===== config.mk =====
export PLATFORM = sky130hd
export DESIGN_NAME = hazard_scoreboard_flat
export DESIGN_NICKNAME = d
export VERILOG_FILES = /design/src/rtl/hazard_pkg.sv /design/src/rtl/hazard_scoreboard_if.sv /design/src/rtl/hazard_match.sv /design/src/rtl/hazard_scoreboard.sv /design/src/flat_wrapper.sv
export SDC_FILE = /design/constraint.sdc
export NUM_CORES = 1
export LEC_CHECK = 0
export CORE_MARGIN = 2
export CORE_UTILIZATION = 51
export CTS_BUF_LIST = sky130_fd_sc_hd__clkbuf_8
export CTS_CLUSTER_DIAMETER = 200
export CTS_CLUSTER_SIZE = 10
export DETAILED_ROUTE_END_ITERATION = 7
export HOLD_SLACK_MARGIN = 0.02
export PLACE_DENSITY_LB_ADDON = 0.1
export SLEW_MARGIN = 30
export SYNTH_ARGS = -nofsm -noshare
export SYNTH_HDL_FRONTEND = slang
export SYNTH_SLANG_ARGS = --single-unit

===== constraint.sdc =====
create_clock -name clk -period 5.4 [get_ports clk]
set_clock_uncertainty 0.1 [all_clocks]
set_input_delay 1.62 -clock clk [delete_from_list [all_inputs] [get_ports clk]]
set_output_delay 1.62 -clock clk [all_outputs]
set_load 0.01 [all_outputs]

===== src/rtl/hazard_pkg.sv =====
// Shared constants for the pipeline hazard unit: forwarding encodings,
// operand timing (tuse/tnew) classes, default mul/div latencies and slot layout.
package hazard_pkg;

  localparam logic [1:0] FWD_NONE = 2'b00;
  localparam logic [1:0] FWD_E    = 2'b01;
  localparam logic [1:0] FWD_M    = 2'b10;
  localparam logic [1:0] FWD_W    = 2'b11;

  localparam logic [1:0] TUSE_D = 2'd0;
  localparam logic [1:0] TUSE_E = 2'd1;
  localparam logic [1:0] TUSE_M = 2'd2;

  localparam logic [1:0] TNEW_LINK = 2'd0;
  localparam logic [1:0] TNEW_ALU  = 2'd1;
  localparam logic [1:0] TNEW_LOAD = 2'd2;

  localparam int MUL_LAT_DEF = 5;
  localparam int DIV_LAT_DEF = 10;

  localparam int AW_DEF = 5;
  localparam int TW_DEF = 2;

  // In-flight register write at the default address/tnew widths
  typedef struct packed {
    logic              valid;
    logic [AW_DEF-1:0] addr;
    logic [TW_DEF-1:0] tnew;
  } slot_t;

endpackage


===== src/rtl/hazard_scoreboard_if.sv =====
// Connection bundle between the datapath controller (master) and the hazard
// scoreboard (slave).
interface hazard_scoreboard_if #(
  parameter int NSRC = 2,
  parameter int AW   = 5,
  parameter int TW   = 2
);

  logic                 d_valid_i;
  logic [NSRC*AW-1:0]   d_src_addr_i;
  logic [NSRC-1:0]      d_src_use_i;
  logic [NSRC*TW-1:0]   d_src_tuse_i;
  logic                 d_wr_i;
  logic [AW-1:0]        d_wr_addr_i;
  logic [TW-1:0]        d_tnew_i;
  logic                 md_use_d_i;
  logic                 md_start_e_i;
  logic                 md_div_e_i;
  logic                 int_req_i;
  logic                 stall_o;
  logic [2*NSRC-1:0]    fwd_d_o;
  logic [2*NSRC-1:0]    fwd_e_o;
  logic [2*NSRC-1:0]    fwd_m_o;
  logic                 md_busy_o;

  modport master (
    output d_valid_i, d_src_addr_i, d_src_use_i, d_src_tuse_i,
           d_wr_i, d_wr_addr_i, d_tnew_i,
           md_use_d_i, md_start_e_i, md_div_e_i, int_req_i,
    input  stall_o, fwd_d_o, fwd_e_o, fwd_m_o, md_busy_o
  );

  modport slave (
    input  d_valid_i, d_src_addr_i, d_src_use_i, d_src_tuse_i,
           d_wr_i, d_wr_addr_i, d_tnew_i,
           md_use_d_i, md_start_e_i, md_div_e_i, int_req_i,
    output stall_o, fwd_d_o, fwd_e_o, fwd_m_o, md_busy_o
  );

endinterface


===== src/rtl/hazard_match.sv =====
// Compares one source operand against the E/M/W write slots and reports the
// youngest matching stage together with that producer's remaining tnew.
module hazard_match
  import hazard_pkg::*;
#(
  parameter int AW = 5,
  parameter int TW = 2
) (
  input  logic [AW-1:0] src_addr,
  input  logic          e_valid,
  input  logic [AW-1:0] e_addr,
  input  logic [TW-1:0] e_tnew,
  input  logic          m_valid,
  input  logic [AW-1:0] m_addr,
  input  logic [TW-1:0] m_tnew,
  input  logic          w_valid,
  input  logic [AW-1:0] w_addr,
  input  logic [TW-1:0] w_tnew,
  output logic          hit,
  output logic [1:0]    stage,
  output logic [TW-1:0] tnew
);

  // Priority search, youngest producer first; $0 is hard-wired and never matches
  always_comb begin
    hit   = 1'b0;
    stage = FWD_NONE;
    tnew  = '0;
    if (src_addr == '0) begin
      hit = 1'b0;
    end else if (e_valid && (e_addr == src_addr)) begin
      hit   = 1'b1;
      stage = FWD_E;
      tnew  = e_tnew;
    end else if (m_valid && (m_addr == src_addr)) begin
      hit   = 1'b1;
      stage = FWD_M;
      tnew  = m_tnew;
    end else if (w_valid && (w_addr == src_addr)) begin
      hit   = 1'b1;
      stage = FWD_W;
      tnew  = w_tnew;
    end else begin
      hit = 1'b0;
    end
  end

endmodule


===== src/rtl/hazard_scoreboard.sv =====
// Hazard unit for the 5-stage pipeline: stall, operand forwarding and mul/div busy.
// Optional HAZARD_STATS_EN adds stall_cnt_o, a wrapping count of stalled cycles.
module hazard_scoreboard
  import hazard_pkg::*;
#(
  parameter int NSRC    = 2,
  parameter int AW      = 5,
  parameter int TW      = 2,
  parameter int MUL_LAT = MUL_LAT_DEF,
  parameter int DIV_LAT = DIV_LAT_DEF
) (
  input  logic                clk,
  input  logic                rst_n,
  hazard_scoreboard_if.slave  bus
`ifdef HAZARD_STATS_EN
  ,
  output logic [31:0]         stall_cnt_o
`endif
);

  localparam int MD_MAX = (MUL_LAT > DIV_LAT) ? MUL_LAT : DIV_LAT;
  localparam int MDW    = $clog2(MD_MAX + 1);

  typedef struct packed {
    logic          valid;
    logic [AW-1:0] addr;
    logic [TW-1:0] tnew;
  } wslot_t;

  wslot_t slot_e_r, slot_m_r, slot_w_r;
  wslot_t slot_e_nxt_s, slot_m_nxt_s, slot_w_nxt_s;

  logic [NSRC*AW-1:0] e_src_addr_r, m_src_addr_r;
  logic [NSRC-1:0]    e_src_use_r, m_src_use_r;

  logic [MDW-1:0] md_cnt_r, md_cnt_nxt_s;
  logic           md_busy_s;
  logic           raw_hz_s;
  logic           md_hz_s;
  logic           stall_s;

  logic [NSRC-1:0] d_hit_s, e_hit_s, m_hit_s;
  logic [1:0]      d_stage_s [NSRC];
  logic [1:0]      e_stage_s [NSRC];
  logic [1:0]      m_stage_s [NSRC];
  logic [TW-1:0]   d_tnew_s  [NSRC];
  logic [TW-1:0]   e_tnew_s  [NSRC];
  logic [TW-1:0]   m_tnew_s  [NSRC];

  // A consumer only looks at producers older than itself, so E sees M/W and M sees W
  for (genvar i = 0; i < NSRC; i++) begin : g_src
    hazard_match #(.AW(AW), .TW(TW)) u_match_d (
      .src_addr (bus.d_src_addr_i[i*AW +: AW]),
      .e_valid  (slot_e_r.valid), .e_addr (slot_e_r.addr), .e_tnew (slot_e_r.tnew),
      .m_valid  (slot_m_r.valid), .m_addr (slot_m_r.addr), .m_tnew (slot_m_r.tnew),
      .w_valid  (slot_w_r.valid), .w_addr (slot_w_r.addr), .w_tnew (slot_w_r.tnew),
      .hit      (d_hit_s[i]), .stage (d_stage_s[i]), .tnew (d_tnew_s[i])
    );
    hazard_match #(.AW(AW), .TW(TW)) u_match_e (
      .src_addr (e_src_addr_r[i*AW +: AW]),
      .e_valid  (1'b0), .e_addr ('0), .e_tnew ('0),
      .m_valid  (slot_m_r.valid), .m_addr (slot_m_r.addr), .m_tnew (slot_m_r.tnew),
      .w_valid  (slot_w_r.valid), .w_addr (slot_w_r.addr), .w_tnew (slot_w_r.tnew),
      .hit      (e_hit_s[i]), .stage (e_stage_s[i]), .tnew (e_tnew_s[i])
    );
    hazard_match #(.AW(AW), .TW(TW)) u_match_m (
      .src_addr (m_src_addr_r[i*AW +: AW]),
      .e_valid  (1'b0), .e_addr ('0), .e_tnew ('0),
      .m_valid  (1'b0), .m_addr ('0), .m_tnew ('0),
      .w_valid  (slot_w_r.valid), .w_addr (slot_w_r.addr), .w_tnew (slot_w_r.tnew),
      .hit      (m_hit_s[i]), .stage (m_stage_s[i]), .tnew (m_tnew_s[i])
    );
  end

  // Stall decision: late producer for any read operand, or mul/div unit occupied
  always_comb begin
    raw_hz_s = 1'b0;
    for (int i = 0; i < NSRC; i++) begin
      raw_hz_s = raw_hz_s | (bus.d_src_use_i[i] & d_hit_s[i] &
                             (d_tnew_s[i] > bus.d_src_tuse_i[i*TW +: TW]));
    end
    md_hz_s = bus.md_use_d_i & (md_busy_s | bus.md_start_e_i);
    stall_s = ~bus.int_req_i & (raw_hz_s | md_hz_s);
  end

  // Forward selects are only meaningful once the producer's result exists (tnew 0)
  always_comb begin
    bus.fwd_d_o = '0;
    bus.fwd_e_o = '0;
    bus.fwd_m_o = '0;
    for (int i = 0; i < NSRC; i++) begin
      bus.fwd_d_o[2*i +: 2] = (d_hit_s[i] && (d_tnew_s[i] == '0)) ? d_stage_s[i] : FWD_NONE;
      bus.fwd_e_o[2*i +: 2] = (e_src_use_r[i] && e_hit_s[i] && (e_tnew_s[i] == '0)) ?
                              e_stage_s[i] : FWD_NONE;
      bus.fwd_m_o[2*i +: 2] = (m_src_use_r[i] && m_hit_s[i] && (m_tnew_s[i] == '0)) ?
                              m_stage_s[i] : FWD_NONE;
    end
  end

  // Next shadow-pipeline contents; an interrupt kills D and E but lets M retire
  always_comb begin
    slot_e_nxt_s      = '0;
    slot_m_nxt_s      = '0;
    slot_w_nxt_s      = slot_m_r;
    slot_w_nxt_s.tnew = '0;
    if (bus.int_req_i) begin
      slot_e_nxt_s = '0;
      slot_m_nxt_s = '0;
    end else begin
      slot_m_nxt_s      = slot_e_r;
      slot_m_nxt_s.tnew = (slot_e_r.tnew == '0) ? '0 : (slot_e_r.tnew - TW'(1));
      if (stall_s) begin
        slot_e_nxt_s = '0;
      end else begin
        slot_e_nxt_s.valid = bus.d_valid_i & bus.d_wr_i & (bus.d_wr_addr_i != '0);
        slot_e_nxt_s.addr  = bus.d_wr_addr_i;
        slot_e_nxt_s.tnew  = bus.d_tnew_i;
      end
    end
  end

  // Mul/div countdown; a new start (even while busy) reloads, an interrupt drops the start
  always_comb begin
    md_cnt_nxt_s = md_cnt_r;
    if (bus.md_start_e_i && !bus.int_req_i) begin
      md_cnt_nxt_s = bus.md_div_e_i ? MDW'(DIV_LAT) : MDW'(MUL_LAT);
    end else if (md_cnt_r != '0) begin
      md_cnt_nxt_s = md_cnt_r - MDW'(1);
    end else begin
      md_cnt_nxt_s = md_cnt_r;
    end
  end

  // Shadow slots, operand pipeline and mul/div counter state
  always_ff @(posedge clk or negedge rst_n) begin
    if (!rst_n) begin
      slot_e_r     <= '0;
      slot_m_r     <= '0;
      slot_w_r     <= '0;
      e_src_addr_r <= '0;
      e_src_use_r  <= '0;
      m_src_addr_r <= '0;
      m_src_use_r  <= '0;
      md_cnt_r     <= '0;
    end else begin
      slot_e_r <= slot_e_nxt_s;
      slot_m_r <= slot_m_nxt_s;
      slot_w_r <= slot_w_nxt_s;
      md_cnt_r <= md_cnt_nxt_s;
      if (bus.int_req_i) begin
        e_src_addr_r <= '0;
        e_src_use_r  <= '0;
        m_src_addr_r <= '0;
        m_src_use_r  <= '0;
      end else begin
        m_src_addr_r <= e_src_addr_r;
        m_src_use_r  <= e_src_use_r;
        if (stall_s) begin
          e_src_addr_r <= '0;
          e_src_use_r  <= '0;
        end else begin
          e_src_addr_r <= bus.d_src_addr_i;
          e_src_use_r  <= bus.d_src_use_i & {NSRC{bus.d_valid_i}};
        end
      end
    end
  end

  assign md_busy_s     = (md_cnt_r != '0);
  assign bus.md_busy_o = md_busy_s;
  assign bus.stall_o   = stall_s;

`ifdef HAZARD_STATS_EN
  // Stalled-cycle counter; stall_s is already low whenever an interrupt is taken
  always_ff @(posedge clk or negedge rst_n) begin
    if (!rst_n) begin
      stall_cnt_o <= 32'd0;
    end else if (stall_s) begin
      stall_cnt_o <= stall_cnt_o + 32'd1;
    end else begin
      stall_cnt_o <= stall_cnt_o;
    end
  end
`endif

endmodule


===== src/flat_wrapper.sv =====
// flat-port wrapper written by rule: the top's interface ports become plain ports
module hazard_scoreboard_flat import hazard_pkg::*;
#(
  parameter int NSRC    = 2,
  parameter int AW      = 5,
  parameter int TW      = 2,
  parameter int MUL_LAT = MUL_LAT_DEF,
  parameter int DIV_LAT = DIV_LAT_DEF
)
  (clk, rst_n, bus_d_valid_i, bus_d_src_addr_i, bus_d_src_use_i, bus_d_src_tuse_i, bus_d_wr_i, bus_d_wr_addr_i, bus_d_tnew_i, bus_md_use_d_i, bus_md_start_e_i, bus_md_div_e_i, bus_int_req_i, bus_stall_o, bus_fwd_d_o, bus_fwd_e_o, bus_fwd_m_o, bus_md_busy_o);
  hazard_scoreboard_if #(.NSRC(NSRC), .AW(AW), .TW(TW)) bus_i ();
  input  logic clk;
  input  logic rst_n;
  input wire logic [$bits(bus_i.d_valid_i)-1:0] bus_d_valid_i;
  input wire logic [$bits(bus_i.d_src_addr_i)-1:0] bus_d_src_addr_i;
  input wire logic [$bits(bus_i.d_src_use_i)-1:0] bus_d_src_use_i;
  input wire logic [$bits(bus_i.d_src_tuse_i)-1:0] bus_d_src_tuse_i;
  input wire logic [$bits(bus_i.d_wr_i)-1:0] bus_d_wr_i;
  input wire logic [$bits(bus_i.d_wr_addr_i)-1:0] bus_d_wr_addr_i;
  input wire logic [$bits(bus_i.d_tnew_i)-1:0] bus_d_tnew_i;
  input wire logic [$bits(bus_i.md_use_d_i)-1:0] bus_md_use_d_i;
  input wire logic [$bits(bus_i.md_start_e_i)-1:0] bus_md_start_e_i;
  input wire logic [$bits(bus_i.md_div_e_i)-1:0] bus_md_div_e_i;
  input wire logic [$bits(bus_i.int_req_i)-1:0] bus_int_req_i;
  output wire logic [$bits(bus_i.stall_o)-1:0] bus_stall_o;
  output wire logic [$bits(bus_i.fwd_d_o)-1:0] bus_fwd_d_o;
  output wire logic [$bits(bus_i.fwd_e_o)-1:0] bus_fwd_e_o;
  output wire logic [$bits(bus_i.fwd_m_o)-1:0] bus_fwd_m_o;
  output wire logic [$bits(bus_i.md_busy_o)-1:0] bus_md_busy_o;
  assign bus_i.d_valid_i = bus_d_valid_i;
  assign bus_i.d_src_addr_i = bus_d_src_addr_i;
  assign bus_i.d_src_use_i = bus_d_src_use_i;
  assign bus_i.d_src_tuse_i = bus_d_src_tuse_i;
  assign bus_i.d_wr_i = bus_d_wr_i;
  assign bus_i.d_wr_addr_i = bus_d_wr_addr_i;
  assign bus_i.d_tnew_i = bus_d_tnew_i;
  assign bus_i.md_use_d_i = bus_md_use_d_i;
  assign bus_i.md_start_e_i = bus_md_start_e_i;
  assign bus_i.md_div_e_i = bus_md_div_e_i;
  assign bus_i.int_req_i = bus_int_req_i;
  assign bus_stall_o = bus_i.stall_o;
  assign bus_fwd_d_o = bus_i.fwd_d_o;
  assign bus_fwd_e_o = bus_i.fwd_e_o;
  assign bus_fwd_m_o = bus_i.fwd_m_o;
  assign bus_md_busy_o = bus_i.md_busy_o;
  hazard_scoreboard #(.NSRC(NSRC), .AW(AW), .TW(TW), .MUL_LAT(MUL_LAT), .DIV_LAT(DIV_LAT)) u_core (.clk(clk), .rst_n(rst_n), .bus(bus_i));
endmodule

# [Yosys cells after proc, flatten, opt, wreduce, memory -nomap -nowiden]
# Index checks and enable logic that the tools add are counted.
[word_totals] input_bits=31 register_bits=50 wordCells=143 out_inout_bits=14
[op_classes] reduce_logical=36 add_sub_neg=2 bitwise=13 n_eq_ne=12 n_mux=65 n_lt_le_gt_ge=2
[op_table] cell="2-to-1 mux 2 bit" count=38
[op_table] cell="== test 5 bit" count=12
[op_table] cell="zero test 5 bit" count=6
[op_table] cell="2-to-1 mux 10 bit" count=3
[op_table] cell="2-to-1 mux 8 bit" count=3
[op_table] cell="logical AND 1 bit" count=21
[op_table] cell="2-to-1 mux 1 bit" count=18
[op_table] cell="2-to-1 mux 4 bit" count=3
[op_table] cell="zero test 2 bit" count=5
[op_table] cell="AND 1 bit" count=8
[op_table] cell="nonzero test 5 bit" count=1
[op_table] cell="greater-than comparator 2 bit" count=2
[op_table] cell="nonzero test 4 bit" count=1
[op_table] cell="subtractor 4 x 1 -> 4 bit, second input constant" count=1
[op_table] cell="bitwise OR 1 bit" count=3
[op_table] cell="AND 2 bit" count=1
[op_table] cell="nonzero test 2 bit" count=1
[op_table] cell="subtractor 2 x 1 -> 2 bit, second input constant" count=1
[op_table] cell="zero test 1 bit" count=1
[op_table] cell="inverter 1 bit" count=1

# [Depth between registers and ports, before layout]
# Gate-level depths: netlist of the first run.
[logic_depth] depth_word=13 ltp_mapped=15 depth_no_buf=13

# [By module]
# From an unflattened synthesis of the first run, not the netlist that was laid out.
[hier_totals] hier_cells=407 area_unflattened_um2=3702.3
[by_module_without_submodules] mod="hazard_scoreboard" area_per_inst_um2=1975.6 cells_each=155 n_inst=1 seq_area_each_um2=1251.2
[by_module_without_submodules] mod="hazard_match" area_per_inst_um2=287.8 cells_each=42 n_inst=6 seq_area_each_um2=0.0

# [Worst setup path before layout of the first run]
# Ideal clock, no wire load.
[synth_timing] path_type="input port to output port" startpoint="in bus_d_src_addr_i[0]" endpoint="out bus_stall_o" path_stages=15 arrival_ps=3973 n_path_buf=2 required_ps=3680 slack_ps=-293 cell_sequence="xor2_1 > nor4_1 > and3_1 > clkbuf_2 > and2b_1 > a22oi_1 > nor2_1 > ha_1 > nor2b_1 > o211ai_1 > o21bai_1 > o41ai_4 > o41ai_2 > buf_6 > and2b_1"
[synth_via] elab_chain_cells=11 elab_cells_between_ends=20 cone_classes="order compare (1); eq/ne (3); mux (7); bitwise (5); reduce/logical (4)"
[synth_rtl] item="start, declared" line_no="flat_wrapper.sv:15" source="input wire logic [$bits(bus_i.d_src_addr_i)-1:0] bus_d_src_addr_i;"
[synth_rtl] item="== test 5 bit" line_no="hazard_match.sv:39" source="end else if (w_valid && (w_addr == src_addr)) begin"
[synth_rtl] item="logical AND 1 bit" line_no="hazard_match.sv:39"
[synth_rtl] item="2-to-1 mux 1 bit" line_no="hazard_match.sv:39"
[synth_rtl] item="2-to-1 mux 1 bit" line_no="hazard_match.sv:35" source="end else if (m_valid && (m_addr == src_addr)) begin"
[synth_rtl] item="2-to-1 mux 1 bit" line_no="hazard_match.sv:31" source="end else if (e_valid && (e_addr == src_addr)) begin"
[synth_rtl] item="2-to-1 mux 1 bit" line_no="hazard_match.sv:29" source="if (src_addr == '0) begin"
[synth_rtl] item="AND 1 bit" line_no="hazard_scoreboard.sv:79" source="raw_hz_s = raw_hz_s | (bus.d_src_use_i[i] & d_hit_s[i] &"
[synth_rtl] item="AND 1 bit *" line_no="hazard_scoreboard.sv:79"
[synth_rtl] item="bitwise OR 1 bit *" line_no="hazard_scoreboard.sv:79"
[synth_rtl] item="bitwise OR 1 bit *" line_no="hazard_scoreboard.sv:83" source="stall_s = ~bus.int_req_i & (raw_hz_s | md_hz_s);"
[synth_rtl] item="AND 1 bit *" line_no="hazard_scoreboard.sv:83"
[synth_rtl] item="end, declared" line_no="flat_wrapper.sv:25" source="output wire logic [$bits(bus_i.stall_o)-1:0] bus_stall_o;"
# Mark *: on every way between the ends. The rest lies on a longest branch, timed or not.

# [Worst setup path in the final report of the first run]
[layout_timing] startpoint="in bus_d_src_addr_i[3]" endpoint="out bus_stall_o"
# The elaborated chain is that of the path after synthesis.

==> results of run 1 <==
[sequential cells by signal, indices dropped and copies added (netlist names)]
register / flops
u_core.e_src_addr_r: 10
u_core.slot_m_r: 8
u_core.m_src_use_r: 2
u_core.m_src_addr_r: 10
u_core.md_cnt_r: 4
u_core.slot_e_r: 8
u_core.slot_w_r: 6
u_core.e_src_use_r: 2
[timing repair]
action,in CTS,in global routing
setup endpoints to repair,5,5
pin swaps,12,21
buffers inserted,3,2
endpoints found under the hold margin,0,0
cloned,0,0
resized for setup,29,29
hold buffers,0,0
[per-layer routing]
metal | vias up | part of all wire, %
met5 | - | 0
met1 | 1076 | 42
met2 | 46 | 52
li1 | 1065 | -
met3 | 14 | 3.4
met4 | 0 | 2.1
[placed cells by master (no fill, tap or decap), drive strengths merged, types with 2 or more instances in the layout]
cell type	Yosys	final
dfrtp	50	50
xor2	41	41
buf	11	32
clkdlybuf4s50	0	27
nor2b	21	21
nor3b	21	21
xnor2	19	19
nor2	13	13
nor4	13	13
inv	8	9
a21oi	9	9
o21ai	8	8
clkbuf	7	8
nor3	7	7
nand2	6	6
ha	6	6
and3	6	6
nand3	5	5
dlymetal6s2s	0	5
or4	5	5
and2b	2	2
nand4	2	2
a22o	2	2
o41ai	2	2
o2111ai	2	2
dlygate4sd2	0	2
a22oi	2	2
[power groups by stage]
stage / sequential (W) / combinational, W / clock, W
after global placement: 0.000449 / 0.000202 / 0
after global routing: 0.000449 / 0.000239 / 0.000228
after floorplan: 0.000436 / 0.000147 / 0
final: 0.000444 / 0.000212 / 0.000210
after detailed placement: 0.000451 / 0.000208 / 0
after CTS: 0.000443 / 0.000208 / 0.000215
[kinds of logic (layout without fill, tap and decap cells)]
| family | after synthesis | count (layout) | synth area share [%] |
|---|---|---|---|
| AOI/OAI and AO/OA | 30 | 30 | 7.37 |
| xor gates and xnor gates | 60 | 60 | 17.8 |
| adders and majority gates | 6 | 6 | 2.54 |
| buffers and inverters | 26 | 84 | 4.66 |
| DFF | 50 | 50 | 42.4 |
| muxes | 1 | 1 | 0.339 |
| and+or+nand+nor | 105 | 105 | 24.9 |
[per-stage QoR]
stage | power [W] | instances | cell area [um2]
CTS | 0.000866 | 407 | 3630
finish | 0.000865 | 408 | 3710
detailed placement | 0.000659 | 397 | 3540
global placement | 0.000651 | 397 | 3530
floorplan | 0.000583 | 278 | 2970
global route | 0.000916 | 408 | 3710
[worst max-delay path, cell delays in order]
cell and delay [ns]:
buf_6 0.11, xor2_2 0.14, nor4_2 0.25, and3_1 0.19, and2b_1 0.20, a22oi_2 0.12, nor2_1 0.06, ha_1 0.30
nor2b_4 0.13, o211ai_1 0.18, o21bai_1 0.15, o41ai_4 0.10, o41ai_4 0.15, and2b_1 0.18, buf_2 0.13
[path summary, 6_finish.rpt]
| kind | cells after the start | slack, ns | end | from |
|---|---|---|---|---|
| max | 15 | -0.33 | bus_stall_o | bus_d_src_addr_i[3] |
| min | 1 | 0.40 | u_core.m_src_use_r[0] | u_core.e_src_use_r[0] |
| max reg2reg | 14 | 2.20 | u_core.slot_e_r[7] | u_core.slot_e_r[5] |
| min reg2reg | 1 | 0.40 | u_core.m_src_use_r[0] | u_core.e_src_use_r[0] |
| max in group asynchronous | 1 | 3.54 | u_core.md_cnt_r[3] | rst_n |
| min in group asynchronous | 1 | 1.23 | u_core.slot_e_r[3] | rst_n |
[final cells by class]
class	instances	share of cell area, %
clock buffers	5	1.85
clock inverters	2	0.303
inverters	8	0.808
multi-input cells	202	44.4
flip-flops and latches	50	33.7
well taps	72	2.43
repair buffers	69	16.5
==> summary.md, run 1 <==
| Metric | Value |
|---|---|
| Outcome | `finished with violations` |
| Violated checks | `negative setup slack` |
| Post-Synthesis Cells | `278` |
| Cell internal pwr | `a little over 0.0006 W` |
| WL/cell | `16.5 um` |
| Synth unique cells | `between 40 and 50` |
| Maximum number of pins on one net before global-route repair | `a little over 50` |
| Root Driver | `clkbuf_8` |
| Full die area | `0.00641 mm2` |
| Total number of vias | `roughly 2200` |
| Least-Margin Pin Slew | `around 0.63 ns` |
| Met3 usage | `approximately 4.3%` |
| Crit path launch type | `input port` |
| Total GRT Usage | `~23%` |
| Die width | `about 80 um` |
| Count leader, synth | `dfrtp_1` |
| CTS clk-pin slew, worst paths | `approximately 0.080 ns` |
| Final period util | `106%` |
| Logic gate share of total power | `roughly a quarter` |
| Die height | `about 80 um` |
| Power Density | `~230 mW/mm2` |
| 1st-iter DRT viols | `between 100 and 150` |
| Max Root-Sink Buffers | `2` |
| Sw Share | `a little under a third` |
| Leakage | `between 1.5 and 2 nW` |
| Area growth from synthesis to layout | `25.8%` |
| First-pass GRT wire length | `11000 um` |
| Final Max Slew Viols | `0` |
| Mapped Avg Cell Area | `between 10 and 15 um2` |
| Setup WS pre-CTS | `-1.18 ns` |
| # setup viols final | `1` |
| Max_slew headroom | `between 50% and 60%` |
| NetSw | `approximately 0.00026 W` |
| Final setup margin | `-0.331 ns` |
| Grt met1 use | `28.5%` |
| Asr flop ratio synth | `between 90% and 100%` |
| Clock sink count | `50` |
| Layout fillers | `about 470` |
| CP Capture Type | `output pin` |
| Buffers on Ports | `44` |
| Post-layout net count | `373` |
| Initial Util | `between 50% and 60%` |
| Vias in the first global route | `roughly 2300` |
| Synth cell count leaders | `dfrtp_1 (50), xor2_1 (41), nor2b_1 (21)` |
| Worst Path Required | `around 3.7 ns` |
| Initial antenna violation count | `0` |
| Crit-path max FO | `3` |
| Synth area leader | `dfrtp_1` |
| Synthesized flop and latch total | `50` |
| Crit path kind | `input port to output pin` |
| GR Util met2 | `between 40% and 50%` |
| Syn nets | `approximately 320` |
| Top cells by area, synth | `dfrtp_1 (42%), xor2_1 (12%), nor3b_2 (7.2%)` |
| Layout cells sized above 1 | `between 20% and 30%` |
| Setup TNS | `-0.331 ns` |
| Min cycle time layout | `about 5.7 ns` |
| HP Class | `flip-flop to flip-flop` |
| Max Cap Viol | `0` |
| Worst EP arrival | `around 4 ns` |
| WL final | `just under 7000 um` |
| Fin Hold WS | `between 0.4 and 0.5 ns` |
| CTS H-tree lvls | `2` |
| Yosys top cell area share | `42.4%` |
| ANT nets after route | `0` |
| Clock group share of total power | `between 20% and 30%` |
| Multi-input logic area | `0.00165 mm2` |
| DRC Markers | `0` |
| N_diodes | `0` |
| CTS tree | `yes` |
| Clock Latency Late Sink | `0.31 ns` |
| RSZ-0062 raised after global routing | `true` |
| Layout Utilization | `between 60% and 70%` |
| I/O Pins | `45` |
| Top Usage Layer GRT | `met2` |
| Iteration count of the initial detailed-routing pass | `4` |
| Grt total ovfl | `0` |
| Final Hold Fails | `0` |
| Max VDD drop | `approximately 150 uV` |
| Core Rows | `27` |
| Mapped cell area | `0.00295 mm2` |
| Register area share after synthesis | `42.4%` |
| DP HPWL | `between 4000 and 5000 um` |
| Main flop type after synthesis | `dfrtp_1` |
| Yosys Warn Count | `0` |
| GPL Wtd Cong | `approximately 0.84` |
| Vias/cell | `about 5.4` |
| EDFF count, synth | `0` |
| Seq pwr share | `between 50% and 60%` |
| FF/Latch Area | `0.00125 mm2` |
| Cts bufs inserted | `5` |
| Area of the core | `between 0.005 and 0.006 mm2` |
| Fmax | `roughly 170 MHz` |
No activity file was read; power rests on OpenSTA's default activity.
==> run 2: changes to the inputs <==
--- a/config.mk
+++ b/config.mk
@@ -6,7 +6,7 @@
 export NUM_CORES = 1
 export LEC_CHECK = 0
 export CORE_MARGIN = 2
-export CORE_UTILIZATION = 51
+export CORE_UTILIZATION = 56
 export CTS_BUF_LIST = sky130_fd_sc_hd__clkbuf_8
 export CTS_CLUSTER_DIAMETER = 200
 export CTS_CLUSTER_SIZE = 10
==> constraint.sdc (replaced) <==
create_clock -name clk -period 5.6 [get_ports clk]
set_clock_uncertainty 0.1 [all_clocks]
set_input_delay 1.68 -clock clk [delete_from_list [all_inputs] [get_ports clk]]
set_output_delay 1.68 -clock clk [all_outputs]
set_load 0.01 [all_outputs]
==> run 2 against run 1 <==
Compared with the run above: the flow still finishes with violations (negative setup slack); global-route usage is 1.0 points higher; count of clock-buffer cells in the layout stayed put; combinational power is 6% lower; critical path type unchanged; register-to-register slack better by 0.27 ns.
==> summary.md, run 2 (synthesis results as in run 1) <==
| Metric | Value |
|---|---|
| WL/cell | `16.0 um (-3.3%)` |
| DP HPWL | `4660 um (-3.5%)` |
| Crit path launch type | `input port` |
| Power Density | `225 mW/mm2 (-3.4%)` |
| HP Class | `flip-flop to flip-flop` |
| Design Power | `0.000826 W (-4.6%)` |
| I/O Pins | `45 (unchanged)` |
| Final Hold Fails | `0 (unchanged)` |
| Violated checks | `negative setup slack` |
| Crit-path max FO | `3 (unchanged)` |
| Area of the core | `0.00511 mm2 (-7.8%)` |
| Hold Crit Start | `u_core.e_src_use_r[0]` |
| Crit path kind | `input port to output pin` |
| Iteration count of the initial detailed-routing pass | `4 (unchanged)` |
| Clock sink count | `50 (unchanged)` |
| Total GRT Usage | `24.0% (+1.0 points)` |
| Total number of vias | `2173 (-1.3%)` |
| Max Cap Viol | `0 (unchanged)` |
| CP Capture Type | `output pin` |
| # setup viols final | `1 (unchanged)` |
| Worst EP arrival | `4.06 ns (+0.05 ns)` |
| 1st-iter DRT viols | `92 (-14%)` |
| Vias in the first global route | `2250 (-1.6%)` |
| DRC Markers | `0 (unchanged)` |
| Leakage | `1.74 nW (-3.5%)` |
| Final period util | `104%` |
| Clock group share of total power | `24.2% (about the same)` |
| Die width | `76.6 um (-4.3%)` |
| Die height | `76.6 um (-4.3%)` |
| Max_slew headroom | `59.9% (+1.8 points)` |
| GPL Wtd Cong | `0.848 (+1.0%)` |
| Seq pwr share | `51.6% (+0.3 points)` |
| Final Max Slew Viols | `0 (unchanged)` |
| Min cycle time layout | `approximately 6 ns` |
| Grt total ovfl | `0 (unchanged)` |
| Biggest registers after layout | `u_core.e_src_addr_r: 10 flops, u_core.m_src_addr_r: 10 flops` |
| Worst Hold End | `u_core.m_src_use_r[0]` |
| Core Rows | `26 (-3.7%)` |
| Sw Share | `29.5% (-0.69 points)` |
| Cts bufs inserted | `5 (unchanged)` |
| Root Driver | `clkbuf_8` |
| Setup WS pre-CTS | `-0.983 ns (+0.199 ns)` |
| Initial Util | `57.8% (+4.5 points)` |
| NetSw | `0.000244 W (-6.8%)` |
| RSZ-0062 raised after global routing | `true` |
| Post-layout net count | `372 (-0.27%)` |
| Maximum number of pins on one net before global-route repair | `51 (unchanged)` |
| Fmax | `171 MHz` |
| ANT nets after route | `0 (unchanged)` |
| R2R Path Start | `u_core.slot_m_r[5]` |
| Buffers on Ports | `44 (unchanged)` |
| First-pass GRT wire length | `10900 um (-1.4%)` |
| Max VDD drop | `151 uV (-1.6%)` |
| Clock Latency Late Sink | `0.31 ns (about the same)` |
| Crit path from | `bus_d_src_addr_i[4]` |
| Final setup margin | `-0.243 ns (+0.0884 ns)` |
| Vias/cell | `5.37 (-0.54%)` |
| Least-Margin Pin Slew | `0.602 ns (-0.0272 ns)` |
| Hold path depth | `1 (unchanged)` |
| WL final | `6470 um (-4.0%)` |
| CTS clk-pin slew, worst paths | `0.08 ns (about the same)` |
| Max Root-Sink Buffers | `2 (unchanged)` |
| Initial antenna violation count | `0 (unchanged)` |
| Area growth from synthesis to layout | `24.2%` |
| Commonest non-fill, non-tap cell in the layout | `dfrtp_1` |
| Cell internal pwr | `0.000582 W (-3.6%)` |
| Layout cells sized above 1 | `21.2% (-1.4 points)` |
| Most frequent cells in the layout | `dfrtp_1 (50), xor2_1 (41), clkdlybuf4s50_1 (30)` |
| R2r endpoint | `u_core.e_src_addr_r[8]` |
| Outcome | `finished with violations` |
| N_diodes | `0 (unchanged)` |
| R2r worst-path depth | `14 (unchanged)` |
| Logic gate share of total power | `24.2% (-0.3 points)` |
| CTS tree | `yes` |
| R2r setup slk | `2.47 ns (+0.27 ns)` |
| CTS H-tree lvls | `2 (unchanged)` |
| Layout Utilization | `71.8% (+4.8 points)` |
| Worst Path Required | `3.82 ns (+0.14 ns)` |
| Full die area | `0.00587 mm2 (-8.5%)` |
-- run 2: cell types whose count changed in the layout (fill, tap and decap cells not counted), sizes merged --
cell           previous run  this run
clkdlybuf4s50            27        30
dlymetal6s2s              5         2
clkbuf                    8         7
buf                      32        33
dlygate4sd2               2         1
-- run 2: cell type report --
type                    instances  area (um2)
multi-input cells             202        1620
repair buffers                 68         604
fillers                       396        1440
well taps                      70        87.6
inverters                       8        30.0
clock buffers                   5        68.8
clock inverters                 2        11.3
flip-flops and latches         50        1250
-- run 2: repair_timing --
item,4_1_cts,5_1_grt
gates resized for setup,43,14
endpoints found under the setup margin,5,3
pin swaps,13,20
hold buffers,0,0
setup buffers,2,1
-- run 2: stage by stage --
| step | cell area [um2] | cells | setup TNS [ns] | hold WS, ns |
|---|---|---|---|---|
| CTS | 3660 | 404 | -0.243 | 0.410 |
| detailed placement | 3530 | 395 | -1.75 | 0.392 |
| floorplan | 2970 | 278 | -0.174 | 0.310 |
| global route | 3670 | 405 | -0.383 | 0.442 |
| finish | 3670 | 405 | -0.243 | 0.405 |
| global placement | 3530 | 395 | -1.58 | 0.385 |
-- run 2: metal layers --
metal	GRT usage [%]	up-vias	wire length, um
li1	-	1062	-
met2	42.6	40	3370
met4	7.82	0	100
met5	0	-	0
met1	29.5	1063	2780
met3	4.38	8	223
-- run 2: worst max-delay path by stage --
stage	depth (start not counted)	to
2_1_floorplan	15	bus_stall_o
3_3_place_gp	16	bus_stall_o
3_5_place_dp	15	bus_stall_o
4_1_cts	15	bus_stall_o
5_1_grt	16	bus_stall_o
6_report	16	bus_stall_o
-- run 2: critical path, cell delays in order --
cell	delay [ns]
buf_6	0.10
buf_6	0.11
xor2_1	0.15
nor4_1	0.24
and3_1	0.22
and2b_1	0.17
a22oi_2	0.06
nor2_1	0.11
ha_1	0.27
nor2b_4	0.14
o211ai_1	0.16
o21bai_1	0.13
o41ai_4	0.08
o41ai_4	0.14
and2b_1	0.17
buf_2	0.13
-- run 2: power groups by stage --
stage               Combinational (W)  Clock, W  Sequential, W
finish                       0.000200  0.000200       0.000426
global route                 0.000226  0.000218       0.000431
CTS                          0.000200  0.000203       0.000427
detailed placement           0.000198         0       0.000434
global placement             0.000194         0       0.000432
floorplan                    0.000142         0       0.000420
==> run 3: changes to the inputs <==
--- a/config.mk
+++ b/config.mk
@@ -5,6 +5,7 @@
 export SDC_FILE = /design/constraint.sdc
 export NUM_CORES = 1
 export LEC_CHECK = 0
+export ABC_CLOCK_PERIOD_IN_PS = 5600
 export CORE_MARGIN = 2
 export CORE_UTILIZATION = 56
 export CTS_BUF_LIST = sky130_fd_sc_hd__clkbuf_8
==> results of run 3 <==
Same layout as run 2: the final DEF is identical, and so are final timing and power.
==> RTL edit, RTL diff (flow settings as in run 3) <==
`TW` is set to 2 in 4 places; all go to 1.
--- a/src/rtl/hazard_scoreboard_if.sv
+++ b/src/rtl/hazard_scoreboard_if.sv
@@ -3,7 +3,7 @@
 interface hazard_scoreboard_if #(
   parameter int NSRC = 2,
   parameter int AW   = 5,
-  parameter int TW   = 2
+  parameter int TW   = 1
 );
 
   logic                 d_valid_i;
--- a/src/rtl/hazard_match.sv
+++ b/src/rtl/hazard_match.sv
@@ -4,7 +4,7 @@
   import hazard_pkg::*;
 #(
   parameter int AW = 5,
-  parameter int TW = 2
+  parameter int TW = 1
 ) (
   input  logic [AW-1:0] src_addr,
   input  logic          e_valid,
--- a/src/rtl/hazard_scoreboard.sv
+++ b/src/rtl/hazard_scoreboard.sv
@@ -5,7 +5,7 @@
 #(
   parameter int NSRC    = 2,
   parameter int AW      = 5,
-  parameter int TW      = 2,
+  parameter int TW      = 1,
   parameter int MUL_LAT = MUL_LAT_DEF,
   parameter int DIV_LAT = DIV_LAT_DEF
 ) (
--- a/src/flat_wrapper.sv
+++ b/src/flat_wrapper.sv
@@ -3,7 +3,7 @@
 #(
   parameter int NSRC    = 2,
   parameter int AW      = 5,
-  parameter int TW      = 2,
+  parameter int TW      = 1,
   parameter int MUL_LAT = MUL_LAT_DEF,
   parameter int DIV_LAT = DIV_LAT_DEF
 )
Interface: changed (resized bus_d_src_tuse_i and bus_d_tnew_i); port bits go from 45 to 42. No check against the original RTL was run, so the function may have changed too.
==> RTL edit against run 3 <==
Worst hold slack worse by 6.2 ps. Clock power is 47% higher. Area after synthesis is 11% lower. Wire length is 15% lower. Design area is 12% lower. Sequential cell count is 3 lower. Worst setup slack better by 360 ps. Total power is 2.8% higher. Combinational power is 20% lower. Utilization is 0.44 points higher. Critical path type unchanged. Largest power group unchanged. Highest routed layer unchanged.
==> RTL edit: results (changes against run 3) <==
syn_nets: 296  # -6.0%
synth-adder-area-share_pct: 0.949  # -1.6 points
status: "finished, final reports clean"
drive_gt1_share_pct: 9.54  # -12 points
multi_input_area_mm2: 0.00132  # -18%
nMultiInputCombCells: 185  # -8.4%
place_area_mm2: 0.00305  # -14%
fin_crit_sh_pct: 97.9  # -6.5 points
holdWs_ps: 399  # -6.24 ps
synthTopCellsByArea: "dfrtp_1 (45%), xor2_1 (12%), xnor2_1 (8.0%)"
crit_arrival_ps: 3700  # -360 ps
portBuffers: 41  # -6.8%
vias: 1891  # -13%
nFlopsAndLatches: 47  # -6.0%
p_leak_nw: 1.54  # -12%
seq_share_pct: 36.6  # +2.5 points
synth_compound_area_share_pct: 4.18  # -3.2 points
wl_per_cell_um: 15.4  # -3.6%
clk_share_pct: 4.25  # +2.1 points
gp_congestion: 0.836  # -1.5%
place_hpwl_um: 3940  # -15%
synth_cells: 266  # -4.3%
synth_xor_area_share_pct: 19.6  # +1.8 points
crit_family: "buffers and inverters"
inv_count: 20  # +12
largestRegisters: "u_core.e_src_addr_r: 10 flops, u_core.m_src_addr_r: 10 flops, u_core.slot_e_r: 7 flops"
grt_pass1_wl_um: 9220  # -15%
nNonClkBuffers: 44  # -35%
worst-r2r-setup-slack_ps: 2980  # +510 ps
cts_resized: 1  # -98%
final_net_count: 333  # -10%
synth_cell_type_count: 33  # -21%
first_iter_violations: 97  # +5.4%
dp_cells: 348  # -12%
slowest_stage: "or4_1"
ys_seq_area_share_pct: 44.6  # +2.2 points
layoutNonFillerInstCount: 356  # -12%
grt_max_degree: 48  # -5.9%
cts_setup_buffers: 0  # -2
worstMarginPinSlew_ps: 591  # -11.5 ps
muxShareOfSynthArea_pct: 0  # -0.34 points
ys_top_cells_by_count: "dfrtp_1 (47), xor2_1 (35), xnor2_1 (24)"
[RTL edit: cell count changes after synthesis, moves of 6 or more]
cell,change
nor2_4,+10
inv_1,+12
xor2_1,-6
nor3b_2,-17
clkbuf_1,+6
a21oi_1,-6
[RTL edit: worst register-to-register path, delay by kind of cell (launching register included)]
family,cells,cell delay (ps)
AND/OR/NAND/NOR,3,1070
AO/OA/AOI/OAI,2,410
flip-flops,1,400
buffers and inverters,2,400
adder cells (fa/ha/maj),1,170
[RTL edit: power by group]
group	internal [mW]	total, mW	switching, mW
Combinational	0.0816	0.160	0.0781
Clock	0.178	0.294	0.116
Sequential	0.366	0.395	0.0292
Total	0.625	0.849	0.224
[RTL edit: metal layers]
metal | global-route usage, % | vias up | routed length [um]
li1 | - | 942 | -
met1 | 30.0 | 900 | 2500
met2 | 39.2 | 43 | 2740
met3 | 4.28 | 6 | 216
met4 | 6.79 | 0 | 36
met5 | 0 | - | 0
[RTL edit: final timing paths]
path                                                 start                               end  cells past startpoint
setup / recovery                       bus_d_src_addr_i[2]                       bus_stall_o                      7
hold / removal             u_core.e_src_use_r[0]$_DFF_PN0_   u_core.m_src_use_r[0]$_DFF_PN0_                      1
setup reg to reg            u_core.md_cnt_r[0]$_DFFE_PN0P_  u_core.e_src_addr_r[9]$_DFF_PN0_                      8
hold reg to reg            u_core.e_src_use_r[0]$_DFF_PN0_   u_core.m_src_use_r[0]$_DFF_PN0_                      1
max in group asynchronous                            rst_n  u_core.e_src_addr_r[7]$_DFF_PN0_                      1
min in group asynchronous                            rst_n    u_core.md_cnt_r[1]$_DFFE_PN0P_                      1
[RTL edit: kinds of logic after synthesis]
logic type               after synthesis
XOR/XNOR                              59
AO/OA/AOI/OAI                         17
adder cells (fa/ha/maj)                2
AND/OR/NAND/NOR                      107
flip-flops                            47
buffers and inverters                 34
